### src/rtl/clk_period_meter_if.sv
// rtl/clk_period_meter_if.sv - measured input and result bundle for clk_period_meter
interface clk_period_meter_if #(
  parameter int CNT_W = 16
);
  logic             in_clk;
  logic [CNT_W-1:0] period;
  logic             period_vld;
  logic             locked;
  logic             freq_err;
  logic             stall;

  modport master (
    input  in_clk,
    output period, period_vld, locked, freq_err, stall
  );

  modport slave (
    output in_clk,
    input  period, period_vld, locked, freq_err, stall
  );
endinterface

### src/rtl/clk_period_meter.sv
// rtl/clk_period_meter.sv - measures in_clk period in clk cycles, tracks lock, flags errors and stalls
// Optional input deglitch filter enabled by defining CLK_PERIOD_METER_DEGLITCH_EN.
module clk_period_meter #(
  parameter int CNT_W  = 16,
  parameter int EXPECT = 10,
  parameter int TOL    = 1,
  parameter int LOCK_N = 4
) (
  input  logic                clk,
  input  logic                rst,
  clk_period_meter_if.master  bus
);

  localparam logic [CNT_W-1:0] MAX   = '1;
  localparam logic [CNT_W-1:0] ONE   = CNT_W'(1);
  localparam logic [CNT_W:0]   EXP_V = (CNT_W+1)'(EXPECT);
  localparam logic [CNT_W:0]   TOL_V = (CNT_W+1)'(TOL);
  localparam int               GW    = $clog2(LOCK_N + 1);
  localparam logic [GW-1:0]    GOOD_FULL = GW'(LOCK_N);
  localparam logic [GW-1:0]    GOOD_LAST = GW'(LOCK_N - 1);

  typedef enum logic [1:0] {
    IDLE  = 2'd0,
    RUN   = 2'd1,
    STALL = 2'd2
  } state_t;

  state_t           state_q;
  logic             s1_q, s2_q, s3_q;
  logic [CNT_W-1:0] cnt_q, cnt_d;
  logic [GW-1:0]    good_q;
  logic [CNT_W-1:0] period_q;
  logic             period_vld_q, locked_q, freq_err_q, stall_q;
  logic             rise;
  logic [CNT_W:0]   cnt_ext, diff;
  logic             in_tol;

`ifdef CLK_PERIOD_METER_DEGLITCH_EN
  // The filtered level only follows s2 once it has held for two samples,
  // so single-cycle pulses and gaps never reach the edge detector.
  logic f_q, f;
  assign f    = (s2_q == s3_q) ? s2_q : f_q;
  assign rise = f & ~f_q;
`else
  logic unused_f;
  assign unused_f = 1'b0;
  assign rise     = s2_q & ~s3_q;
`endif

  assign cnt_d   = (cnt_q == MAX) ? MAX : cnt_q + ONE;
  assign cnt_ext = {1'b0, cnt_q};
  assign diff    = (cnt_ext >= EXP_V) ? (cnt_ext - EXP_V) : (EXP_V - cnt_ext);
  assign in_tol  = (diff <= TOL_V);

  always_ff @(posedge clk or negedge rst) begin
    if (!rst) begin
      state_q      <= IDLE;
      s1_q         <= 1'b0;
      s2_q         <= 1'b0;
      s3_q         <= 1'b0;
      cnt_q        <= '0;
      good_q       <= '0;
      period_q     <= '0;
      period_vld_q <= 1'b0;
      locked_q     <= 1'b0;
      freq_err_q   <= 1'b0;
      stall_q      <= 1'b0;
`ifdef CLK_PERIOD_METER_DEGLITCH_EN
      f_q          <= 1'b0;
`endif
    end else begin
      s1_q         <= bus.in_clk;
      s2_q         <= s1_q;
      s3_q         <= s2_q;
`ifdef CLK_PERIOD_METER_DEGLITCH_EN
      f_q          <= f;
`endif
      period_vld_q <= 1'b0;
      freq_err_q   <= 1'b0;
      cnt_q        <= cnt_d;

      case (state_q)
        IDLE: begin
          cnt_q <= '0;
          if (rise) begin
            state_q <= RUN;
            cnt_q   <= ONE;
          end
        end
        RUN: begin
          if (rise) begin
            period_q     <= cnt_q;
            period_vld_q <= 1'b1;
            cnt_q        <= ONE;
            if (in_tol) begin
              if (good_q != GOOD_FULL) good_q <= good_q + GW'(1);
              if (good_q >= GOOD_LAST) locked_q <= 1'b1;
            end else begin
              freq_err_q <= 1'b1;
              good_q     <= '0;
              locked_q   <= 1'b0;
            end
          end else if (cnt_q == MAX) begin
            state_q  <= STALL;
            stall_q  <= 1'b1;
            locked_q <= 1'b0;
            good_q   <= '0;
          end
        end
        STALL: begin
          if (rise) begin
            state_q <= RUN;
            stall_q <= 1'b0;
            cnt_q   <= ONE;
          end
        end
        default: state_q <= IDLE;
      endcase
    end
  end

  assign bus.period     = period_q;
  assign bus.period_vld = period_vld_q;
  assign bus.locked     = locked_q;
  assign bus.freq_err   = freq_err_q;
  assign bus.stall      = stall_q;

endmodule

### src/flat_wrapper.sv
// flat-port wrapper written by rule: the top's interface ports become plain ports
module clk_period_meter_flat 
#(
  parameter int CNT_W  = 16,
  parameter int EXPECT = 10,
  parameter int TOL    = 1,
  parameter int LOCK_N = 4
)
  (clk, rst, bus_in_clk, bus_period, bus_period_vld, bus_locked, bus_freq_err, bus_stall);
  clk_period_meter_if #(.CNT_W(CNT_W)) bus_i ();
  input  logic clk;
  input  logic rst;
  input wire logic [$bits(bus_i.in_clk)-1:0] bus_in_clk;
  output wire logic [$bits(bus_i.period)-1:0] bus_period;
  output wire logic [$bits(bus_i.period_vld)-1:0] bus_period_vld;
  output wire logic [$bits(bus_i.locked)-1:0] bus_locked;
  output wire logic [$bits(bus_i.freq_err)-1:0] bus_freq_err;
  output wire logic [$bits(bus_i.stall)-1:0] bus_stall;
  assign bus_i.in_clk = bus_in_clk;
  assign bus_period = bus_i.period;
  assign bus_period_vld = bus_i.period_vld;
  assign bus_locked = bus_i.locked;
  assign bus_freq_err = bus_i.freq_err;
  assign bus_stall = bus_i.stall;
  clk_period_meter #(.CNT_W(CNT_W), .EXPECT(EXPECT), .TOL(TOL), .LOCK_N(LOCK_N)) u_core (.clk(clk), .rst(rst), .bus(bus_i));
endmodule
### config.mk
export PLATFORM = sky130hd
export DESIGN_NAME = clk_period_meter_flat
export DESIGN_NICKNAME = d
export VERILOG_FILES = /design/src/rtl/clk_period_meter_if.sv /design/src/rtl/clk_period_meter.sv /design/src/flat_wrapper.sv
export SDC_FILE = /design/constraint.sdc
export NUM_CORES = 1
export LEC_CHECK = 0
export BUFFER_PORTS_ARGS = -buffer_cell sky130_fd_sc_hd__buf_2
export CORE_ASPECT_RATIO = 1.1
export CORE_MARGIN = 2
export CORE_UTILIZATION = 59
export CTS_CLUSTER_SIZE = 16
export DETAILED_ROUTE_END_ITERATION = 10
export GPL_TIMING_DRIVEN = 0
export HOLD_SLACK_MARGIN = 0.15
export PLACE_DENSITY = 0.79
export SYNTH_ARGS = -nofsm -noshare
export SYNTH_HDL_FRONTEND = slang
export SYNTH_SLANG_ARGS = --single-unit
### constraint.sdc
create_clock -name clk -period 3.71 [get_ports clk]
set_clock_uncertainty 0.2 [all_clocks]
set_input_delay 0.371 -clock clk [delete_from_list [all_inputs] [get_ports clk]]
set_output_delay 0.371 -clock clk [all_outputs]
set_load 0.005 [all_outputs]
==> reports/metrics.yaml <==
run_status:
  status: "complete, no violations"
place:
  io_buffers: 22
  place.gp.congestion: 0.882
  dp_slack_ps: 238
  dp_hpwl_um: 4240
critical_path:
  end_kind: "flop"
  critPathMaxFanout: 8
  regToRegSetupSlack_ps: 330
  startpoint_type: "flop"
  r2r.worst_path.cells: 10
  setup.worst_path.class: "flop to flop"
  required_ps: 3710
  worstPathArrival_ps: 3380
  r2r_end: "u_core.good_q[1]"
  r2r_start: "u_core.cnt_q[2]"
synthesis:
  synth_nets: 287
  synth.top_cells.by_area: "dfrtp_1 (42%), ha_1 (6.2%), mux2_2 (3.9%)"
  ys_warn_count: 0
  yosysTopAreaCell: "dfrtp_1"
  synth_edf_count: 0
  synthCells: 271
  ys_types: 55
  ys_ff_latch: 44
  ys_seq_area_share_pct: 42.0
  synthFlopType: "dfrtp_1"
  syn_area_mm2: 0.00262
  synth_top_area_share_pct: 42.0
  avgSynthCellArea_um2: 9.68
  synthArstFlopShare_pct: 100
die:
  dieWidth_um: 67.6
  ios: 23
  start_util_pct: 61.2
  row_count: 25
  coreArea_mm2: 0.00429
  die_h_um: 73.9
  die-area_mm2: 0.00499
grt:
  antenna_found_initial: 0
  grt_max_degree: 45
  gr-usage-all-layers_pct: 26.1
  grt_pass1_vias: 2008
  grt.overflow.total: 0
  grt_pass1_wl_um: 9760
clock_tree:
  htreeDepth: 2
  clk_latency_ps: 290
  cts_setup_buffers: 0
  cts.sinks: 44
  cts_tree: "yes"
  cts-root-buf: "clkbuf_8"
  clk_pin_slew_ps: 80
  clockBufferDepth: 2
  numCtsBuffers: 5
routing:
  drcViolationCount: 0
  via_per_inst: 6.17
  via_count: 2203
  drtIter0Drc: 158
  detail-route-antenna-nets: 0
  wl_per_cell_um: 16.5
  routed_wirelength_um: 5900
  drt_first_pass_iters: 5
flow_run:
  maxCapViolCount: 0
worst_hold_path:
  hold_class: "flop to flop"
  worstHoldEndpoint: "u_core.s2_q"
  whs_path_depth: 0
  worstHoldStart: "u_core.s1_q"
power_and_ir_drop:
  finalPower_mw: 1.11
  powerDensity_mw_per_mm2: 379
  peakVddDrop_mv: 0.206
  p_leak_nw: 1.37
final_layout:
  fin_util_pct: 68.1
  antenna_cells: 0
  area_delta_synth_final_pct: 11.2
  nFillCells: 369
  final_nets: 318
  drive_gt1_share_pct: 20.5
sta:
  maxSlewViolCount: 0
  tightest_slew_ps: 1000
  setup_violations: 0
  period_share_pct: 91.1
  rsz0062_at_grt: "false"
  max_slew_margin_pct: 33.4
  hold_violations: 0
  max_clock_freq_ghz: 0.296
  period_needed_ps: 3380
  fin_setup_tns_ps: 0
  setup_slack_ps: 331
synthesized netlist by cell type (all sizes together), types with 7 or more instances:
cell	count
dfrtp	44
nand2	24
a21oi	19
o21ai	18
nor2	16
ha	13
inv	13
buf	11
nand3	10
mux2	9
nor4	7
metal layers:
metal  wire length, µm  global-route usage [%]  vias up  share of wire [%]
met2              2780                    39.9       83                 47
met5                 0                       0        -                  0
li1                  -                       -     1054                  -
met4                66                    8.39        0                1.1
met3               370                    5.67        7                6.3
met1              2680                    37.0     1059                 45
per-stage QoR:
| stage | std cells | cell area (µm²) | hold WS [ps] |
|---|---|---|---|
| global placement | 347 | 2800 | 138 |
| CTS | 357 | 2910 | 161 |
| global route | 357 | 2920 | 163 |
| floorplan | 271 | 2620 | -125 |
| finish | 357 | 2920 | 155 |
| detailed placement | 347 | 2800 | 143 |
worst max path at each step:
stage	startpoint	endpoint	slack, ps
after floorplan	u_core.cnt_q[2]	u_core.good_q[0]	800
after global placement	u_core.cnt_q[1]	u_core.good_q[0]	290
after detailed placement	u_core.cnt_q[0]	u_core.good_q[0]	240
after CTS	u_core.cnt_q[1]	u_core.good_q[1]	210
after global routing	u_core.cnt_q[1]	u_core.good_q[2]	170
final	u_core.cnt_q[2]	u_core.good_q[1]	330
cell type report:
type / instances / area [µm²] / area share, %
inverter: 13 / 48.8 / 1.67
tap: 54 / 67.6 / 2.32
multi-input combinational: 197 / 1360 / 46.5
sequential: 44 / 1100 / 37.8
buffer: 17 / 124 / 4.25
clock buffer: 8 / 90.1 / 3.09
timing repair buffer: 24 / 130 / 4.46
layout by cell type (no fill, tap or decap), types with 5 or more instances in the layout:
master and instances:
a31oi_1 5, clkbuf_8 6, nand2_1 24, o21ai_0 18
a21oi_1 19, nor3_1 6, ha_1 13, nor2b_1 5
clkbuf_1 7, a41oi_1 5, nor2_1 16, xnor2_1 5
inv_1 13, buf_6 7, dfrtp_1 44, buf_2 24
mux2_2 9, nand3_1 10
repair_timing:
item | in CTS | in global routing
setup endpoints to repair | 0 | 3
resized for setup | 0 | 1
hold buffers | 2 | 0
endpoints found under the hold margin | 45 | 0
power by group:
part,leakage [nW],internal (mW),switching [mW]
registers,0.603,0.508,0.0307
clock network,0.0455,0.152,0.156
logic,0.719,0.0995,0.160
total,1.37,0.759,0.347
sequential cells by signal (all words and copies together) (netlist names):
signal                 count
u_core.bus.locked          1
u_core.state_q             2
u_core.s1_q                1
u_core.s2_q                1
u_core.bus.freq_err        1
u_core.s3_q                1
u_core.bus.period_vld      1
u_core.cnt_q              16
u_core.bus.stall           1
u_core.bus.period         16
u_core.good_q              3
worst max-delay path, stage by stage (launching register included):
cell and delay (ps):
dfrtp_1 390, buf_6 140, inv_1 130, ha_1 270, or2b_2 180, nand3_1 210, or4_2 600, a221o_2 400
nor4_4 290, nand4_1 190, o31ai_1 260
cells by family (layout without fill, tap and decap cells):
group                      after synthesis  after routing  share of synthesized area [%]
muxes                                   10             10                           4.25
adders and majority gates               13             13                           6.20
AOI/OAI and AO/OA                       70             70                           17.6
buffers and inverters                   30             62                           6.58
DFF                                     44             44                           42.0
and+or+nand+nor                         96             96                           20.7
xor gates and xnor gates                 8              8                           2.67
Power figures use the tool's default switching activity.
